`src/rtl/cond_pkg.sv`:
```
// Shared types and bit positions for the conditional-execution stage.
package cond_pkg;

  typedef enum logic [3:0] {
    COND_EQ = 4'b0000,
    COND_NE = 4'b0001,
    COND_CS = 4'b0010,
    COND_CC = 4'b0011,
    COND_MI = 4'b0100,
    COND_PL = 4'b0101,
    COND_VS = 4'b0110,
    COND_VC = 4'b0111,
    COND_HI = 4'b1000,
    COND_LS = 4'b1001,
    COND_GE = 4'b1010,
    COND_LT = 4'b1011,
    COND_GT = 4'b1100,
    COND_LE = 4'b1101,
    COND_AL = 4'b1110,
    COND_NV = 4'b1111
  } cond_e;

  localparam int FLAG_N = 3;
  localparam int FLAG_Z = 2;
  localparam int FLAG_C = 1;
  localparam int FLAG_V = 0;

  localparam int FLAGW_NZ = 1;
  localparam int FLAGW_CV = 0;

endpackage

```
`src/rtl/cond_check.sv`:
```
// Combinational evaluation of a condition code against an NZCV flag set.
module cond_check
  import cond_pkg::*;
(
  input  cond_e      cond,
  input  logic [3:0] flags,
  output logic       cond_ex
);

  logic n_s, z_s, c_s, v_s;

  assign n_s = flags[FLAG_N];
  assign z_s = flags[FLAG_Z];
  assign c_s = flags[FLAG_C];
  assign v_s = flags[FLAG_V];

  // Decode condition code; the reserved encoding never executes.
  always_comb begin
    cond_ex = 1'b0;
    case (cond)
      COND_EQ: cond_ex = z_s;
      COND_NE: cond_ex = ~z_s;
      COND_CS: cond_ex = c_s;
      COND_CC: cond_ex = ~c_s;
      COND_MI: cond_ex = n_s;
      COND_PL: cond_ex = ~n_s;
      COND_VS: cond_ex = v_s;
      COND_VC: cond_ex = ~v_s;
      COND_HI: cond_ex = c_s & ~z_s;
      COND_LS: cond_ex = ~c_s | z_s;
      COND_GE: cond_ex = (n_s == v_s);
      COND_LT: cond_ex = (n_s != v_s);
      COND_GT: cond_ex = ~z_s & (n_s == v_s);
      COND_LE: cond_ex = z_s | (n_s != v_s);
      COND_AL: cond_ex = 1'b1;
      COND_NV: cond_ex = 1'b0;
      default: cond_ex = 1'b0;
    endcase
  end

endmodule

```
`src/rtl/cond_unit.sv`:
```
// NZCV status register, condition gating of write enables and optional
// executed/squashed counters (enabled by defining COND_PERF_EN).
module cond_unit
  import cond_pkg::*;
#(
  parameter logic [3:0] RESET_FLAGS = 4'b0000,
  parameter int         CNT_W       = 32
) (
  input  logic             clk,
  input  logic             rst_n,
  input  logic             InstrValid,
  input  logic [3:0]       Cond,
  input  logic [3:0]       ALUFlags,
  input  logic [1:0]       FlagW,
  input  logic             PCS,
  input  logic             RegW,
  input  logic             MemW,
  input  logic             NoWrite,
  output logic             CondEx,
  output logic             PCSrc,
  output logic             RegWrite,
  output logic             MemWrite,
  output logic [3:0]       Flags,
  output logic [CNT_W-1:0] ExecCnt,
  output logic [CNT_W-1:0] SquashCnt
);

  cond_e      cond_s;
  logic       cond_ex_s;
  logic       exec_s;
  logic [3:0] flags_r;

  assign cond_s = cond_e'(Cond);
  assign exec_s = InstrValid & cond_ex_s;
  assign Flags  = flags_r;

  // Evaluated against the registered flags only, so same-cycle ALU flags never feed back.
  cond_check u_cond_check (
    .cond    (cond_s),
    .flags   (flags_r),
    .cond_ex (cond_ex_s)
  );

  // Status register: the NZ and CV halves update independently.
  always_ff @(posedge clk) begin
    if (!rst_n) begin
      flags_r <= RESET_FLAGS;
    end else begin
      if (exec_s & FlagW[FLAGW_NZ]) begin
        flags_r[FLAG_N:FLAG_Z] <= ALUFlags[FLAG_N:FLAG_Z];
      end else begin
        flags_r[FLAG_N:FLAG_Z] <= flags_r[FLAG_N:FLAG_Z];
      end
      if (exec_s & FlagW[FLAGW_CV]) begin
        flags_r[FLAG_C:FLAG_V] <= ALUFlags[FLAG_C:FLAG_V];
      end else begin
        flags_r[FLAG_C:FLAG_V] <= flags_r[FLAG_C:FLAG_V];
      end
    end
  end

  // Side-effect gating; everything is held off while reset is asserted.
  always_comb begin
    CondEx   = 1'b0;
    PCSrc    = 1'b0;
    RegWrite = 1'b0;
    MemWrite = 1'b0;
    if (!rst_n) begin
      CondEx   = 1'b0;
      PCSrc    = 1'b0;
      RegWrite = 1'b0;
      MemWrite = 1'b0;
    end else begin
      CondEx   = cond_ex_s;
      PCSrc    = PCS & exec_s;
      RegWrite = RegW & ~NoWrite & exec_s;
      MemWrite = MemW & exec_s;
    end
  end

`ifdef COND_PERF_EN
  localparam logic [CNT_W-1:0] CNT_ONE = {{(CNT_W-1){1'b0}}, 1'b1};
  localparam logic [CNT_W-1:0] CNT_MAX = {CNT_W{1'b1}};

  logic [CNT_W-1:0] exec_cnt_r;
  logic [CNT_W-1:0] squash_cnt_r;

  // Saturating counts of executed and squashed valid instructions.
  always_ff @(posedge clk) begin
    if (!rst_n) begin
      exec_cnt_r   <= {CNT_W{1'b0}};
      squash_cnt_r <= {CNT_W{1'b0}};
    end else begin
      if (InstrValid & cond_ex_s & (exec_cnt_r != CNT_MAX)) begin
        exec_cnt_r <= exec_cnt_r + CNT_ONE;
      end else begin
        exec_cnt_r <= exec_cnt_r;
      end
      if (InstrValid & ~cond_ex_s & (squash_cnt_r != CNT_MAX)) begin
        squash_cnt_r <= squash_cnt_r + CNT_ONE;
      end else begin
        squash_cnt_r <= squash_cnt_r;
      end
    end
  end

  assign ExecCnt   = exec_cnt_r;
  assign SquashCnt = squash_cnt_r;
`else
  assign ExecCnt   = {CNT_W{1'b0}};
  assign SquashCnt = {CNT_W{1'b0}};
`endif

endmodule

```
`config.mk`:
```
export PLATFORM = sky130hd
export DESIGN_NAME = cond_unit
export DESIGN_NICKNAME = d
export VERILOG_FILES = /design/src/rtl/cond_pkg.sv /design/src/rtl/cond_check.sv /design/src/rtl/cond_unit.sv
export SDC_FILE = /design/constraint.sdc
export NUM_CORES = 1
export LEC_CHECK = 0
export CORE_MARGIN = 2
export CORE_UTILIZATION = 24
export DETAILED_ROUTE_END_ITERATION = 16
export PLACE_DENSITY = 0.78
export SYNTH_ARGS = -nofsm -noshare
export SYNTH_HDL_FRONTEND = slang
export SYNTH_SLANG_ARGS = --single-unit
```
`constraint.sdc`:
```
create_clock -name clk -period 5.3 [get_ports clk]
set_input_delay 1.59 -clock clk [delete_from_list [all_inputs] [get_ports clk]]
set_output_delay 1.59 -clock clk [all_outputs]
set_load 0.03 [all_outputs]
```
-- After elaboration in Yosys (flattened, before gate mapping)
Index checks and enable logic that the tools add are counted.
- output and inout bits: 72
- word-level logic and storage cells: 41
- register bits: 4
- input bits: 17
- bitwise gates (word level): 16
- mux-type cells: 5
- reduce and logical (&&, ||, !) cells: 1
- equal/unequal tests: 17
- operators with widths (cell ; count):
    $eq 4x4->1 const B ; 8
    $eq 4x3->1 const B ; 4
    $pmux 1 s16 ; 1
    $and 1x1->1 ; 9
    $eq 4x2->1 const B ; 2
    $not 1->1 ; 5
    $eq 4x1->1 const B ; 1
    $logic_not 4->1 ; 1
    $mux 1 ; 4
    $or 1x1->1 ; 2
    $eq 1x1->1 ; 1
    $ne 1x1->1 ; 1

-- Depth between registers and ports, before layout
- word-level depth: 6
- depth in mapped cells: 7
- depth with buffers taken out: 6

-- Hierarchy
A second synthesis with hierarchy kept.
- cells, all modules: 114
- area, all modules: 865.8 um2
- modules (own cells, without submodules) (module ; area each (um2) ; times used ; cells an instance ; sequential area each (um2)):
    cond_unit ; 710.7 ; 1 ; 91 ; 80.1
    cond_check ; 155.1 ; 1 ; 23 ; 0.0

-- Least setup slack after synthesis
No wires, ideal clock.
- path kind: in2out
- from: in Cond[1]
- to: out MemWrite
- arrival: 3.071 ns
- stages: 7
- buffers on the path: 1
- slack: 0.639 ns
- path through: buf_4 mux2i_1 nor2_1 a2111oi_2 a2111oi_4 nand2b_4 nor2_1
- cells in the longest elaborated chain, start to end: 5
- elaborated cells between the ends (all ways): 20
- those cells by class: eq/ne (15); mux (2); bitwise (2); reduce/logical (1)
- RTL lines (what ; RTL line ; source):
    from (decl) ; cond_unit.sv:12 ; input logic [3:0] Cond,
    $eq 4x4->1 (tied with other cells) ; cond_check.sv:20 ; case (cond)
    $pmux 1 s16 (*) ; cond_check.sv:20 ;
    $and 1x1->1 (*) ; cond_unit.sv:34 ; assign exec_s = InstrValid & cond_ex_s;
    $and 1x1->1 (*) ; cond_unit.sv:77 ; MemWrite = MemW & exec_s;
    $mux 1 (*) ; cond_unit.sv:68 ; if (!rst_n) begin
    to (decl) ; cond_unit.sv:22 ; output logic MemWrite,
Every way passes the cells marked *; elsewhere a longest branch is shown, timed or not.

-- Worst setup path in the final report
- from: in Cond[1]
- to: out RegWrite
- cells in the longest elaborated chain, start to end: 5
- elaborated cells between the ends (all ways): 20
- those cells by class: eq/ne (15); mux (2); bitwise (2); reduce/logical (1)
- RTL lines (what ; RTL line ; source):
    $eq 4x4->1 (tied with other cells) ; cond_check.sv:20 ;
    $pmux 1 s16 (*) ; cond_check.sv:20 ;
    $and 1x1->1 (*) ; cond_unit.sv:34 ;
    $and 1x1->1 (*) ; cond_unit.sv:76 ; RegWrite = RegW & ~NoWrite & exec_s;
    $mux 1 (*) ; cond_unit.sv:68 ;
    to (decl) ; cond_unit.sv:21 ; output logic RegWrite,
Marked as above.

==> impl_metrics.yaml <==
floorplanning:
  num_rows: 22
  dieArea_mm2: 0.00424
  die_w_um: 65.1
  core_mm2: 0.00363
  dieHeight_um: 65.1
  io_pins: 89
  initial_core_util_pct: 24.7
critical_path:
  crit_family: "buffers and inverters"
  crit_buf_inv: 2
  worst_ep_required_time_ps: 3710
  crit_path_cell_trace: "clkdlybuf4s50_1 -> mux2i_1 -> xnor2_1 -> nor3_1 -> a2111oi_4 -> nand2b_4 -> nor2_1 -> buf_4"
  cpPeakStageDelay_ps: 530
  path_max_fanout: 4
  worst_setup_path_start_kind: "input pin"
  reg2reg_from: "Flags[3]"
  setup.worst_path.start: "Cond[1]"
  cp.arrival_ps: 3480
  crit_type: "in2out"
  critical_path.slowest_cell: "clkdlybuf4s50_1"
  end_kind: "output pin"
synthesis:
  yosys.area.top_type: "buf_4"
  syn_avg_cell_area_um2: 7.47
  ys_seq_elements: 4
  synthTopCellsByArea: "buf_4, dfxtp_1, mux2i_1, nand2_1, a2111oi_4"
  synth_cell_types: 21
  yosysWarningCount: 0
  yosysSeqAreaShare_pct: 8.94
  synth_cells: 120
  synth.top_cell.area_share_pct: 54.5
  syn_area_um2: 896
power_and_ir_drop:
  switching_share_pct: 48.4
  ir_worst_vdd_uv: 194
  fin_total_pwr_uw: 204
  clockPowerShare_pct: 30.9
  intPower_uw: 105
  comb_power_share_pct: 52.7
  powerDensity_mw_per_mm2: 207
  power.leakage_nw: 0.486
  power.switching_uw: 98.7
  power_frac_seq_pct: 16.3
detailed_routing:
  vias: 652
  drt-wirelength-per-cell_um: 7.79
  vias_per_cell: 3.36
  antenna_left: 0
  drtPass1Iterations: 4
  dr.first_iter.drc_count: 6
  wl_um: 1510
  drcViolationCount: 0
sta:
  skew_ps: 4.05
  tns_ps: 0
  final-setup-viol-count: 0
  fin_crit_sh_pct: 95.6
  hold_viol_final: 0
  whs_ps: 513
  fin_crit_ps: 5070
  fmax_mhz: 197
  rsz0062_at_grt: "false"
  drv_slew: 0
  worst_slack_ps: 231
clock_network:
  cts_tree: "yes"
  htree_levels: 1
  ctsHoldBuffers: 0
  cts_inserted_buffers: 3
  cts-root-buf: "clkbuf_8"
  post_cts_buffers: 0
  post_cts_resized: 0
  clock_latency_ps: 220
  cts.sinks: 4
  clk_pin_slew_ps: 30
  clk_path_buf_depth: 2
placed_design:
  placed_area_um2: 946
  gp_congestion: 0.745
  place_ws_ps: 221
  dp_hpwl_um: 1300
  dpl.cell_count: 191
  place.port_buffers: 24
global_routing:
  grt_pass1_wl_um: 2210
  grt_pass1_vias: 525
  overflow: 0
  grt_usage_pct: 6.61
  grt_max_degree: 13
  antenna_found_initial: 0
status:
  status: "completed"
worst_hold_path:
  hold_path_class: "reg2reg"
  hold_path.startpoint: "Flags[2]"
layout:
  fillCellCount: 421
  area.growth.synth_to_final_pct: 10.2
  diodes: 0
  fin_nets: 165
  fin_cells: 194
  postLayoutCellArea_um2: 987
  largest_reg_flops: 4
  final_util_pct: 27.2
  drive_gt1_share_pct: 10.3
job:
  maxCapViolCount: 0
[worst paths after layout]
check | cells past startpoint | slack, ps | endpoint
worst min-delay path | 2 | 510 | Flags[2]
worst max register to register | 6 | 3530 | Flags[3]
worst min register to register | 2 | 510 | Flags[2]
worst max-delay path | 8 | 230 | RegWrite
[worst reg2reg max path, cell delays in order, from the launching register on]
cell and delay, ps:
dfxtp_1 330, xnor2_1 350, o21a_1 160, o32ai_1 110, a2111oi_4 450, nor2_2 110, mux2i_1 130
[layout by cell type, fill, tap and decap left out]
cell type and instances:
clkdlybuf4s50_1 20, nor2_2 2, nand2b_4 1, conb_1 64
a2111oi_2 1, o32ai_1 1, a311o_2 1, mux2i_1 7
nand2_1 10, clkbuf_8 3, nor3_1 2, o21ai_0 1
xnor2_1 2, nand3_1 4, buf_4 6, o21a_1 1
nor2_1 7, a21oi_1 2, nand4b_1 1, dfxtp_1 4
a2111oi_4 1, inv_1 5
[power groups by stage]
stage	sequential, mW	clock [mW]	combinational, mW
3_3_place_gp	0.0337	0	0.106
6_report	0.0333	0.0631	0.108
2_1_floorplan	0.0359	0	0.119
5_1_grt	0.0335	0.0677	0.114
3_5_place_dp	0.0337	0	0.107
4_1_cts	0.0333	0.0650	0.107
[Yosys cell counts]
master and count:
a2111oi_4 1, xnor2_1 2, nand2b_4 1, buf_4 65, nand4b_1 1, a2111oi_2 1, nor2_2 2, conb_1 1
mux2i_1 7, inv_1 5, clkbuf_1 1, a21oi_1 2, nand2_1 10, dfxtp_1 4, nor3_1 2, o21a_1 1
o32ai_1 1, a311o_2 1, nor2_1 7, o21ai_0 1, nand3_1 4
[logic make-up after synthesis]
family / count (synthesis) / share of synthesized area, %
compound gates: 8 / 9.50
buf+inv: 71 / 57.0
simple gates: 27 / 14.4
mux: 7 / 7.82
xor+xnor: 2 / 1.96
other cells: 1 / 0.419
flops: 4 / 8.94
[final cells by class]
class / count / area, µm² / share of cell area [%]
Clock buffer: 3 / 41.3 / 4.18
Tap cell: 48 / 60.1 / 6.08
Inverter: 5 / 18.8 / 1.90
Sequential cell: 4 / 80.1 / 8.11
Multi-Input combinational cell: 108 / 542 / 54.9
Timing Repair Buffer: 26 / 245 / 24.8
[per-layer routing]
layer	routed length, µm	part of all wire, %	track usage (%)
met1	576	38	7.65
met2	754	50	12.2
met3	181	12	2.57
met4	0	0	0
met5	0	0	0
Note: power is estimated with default switching activity, not from simulation.
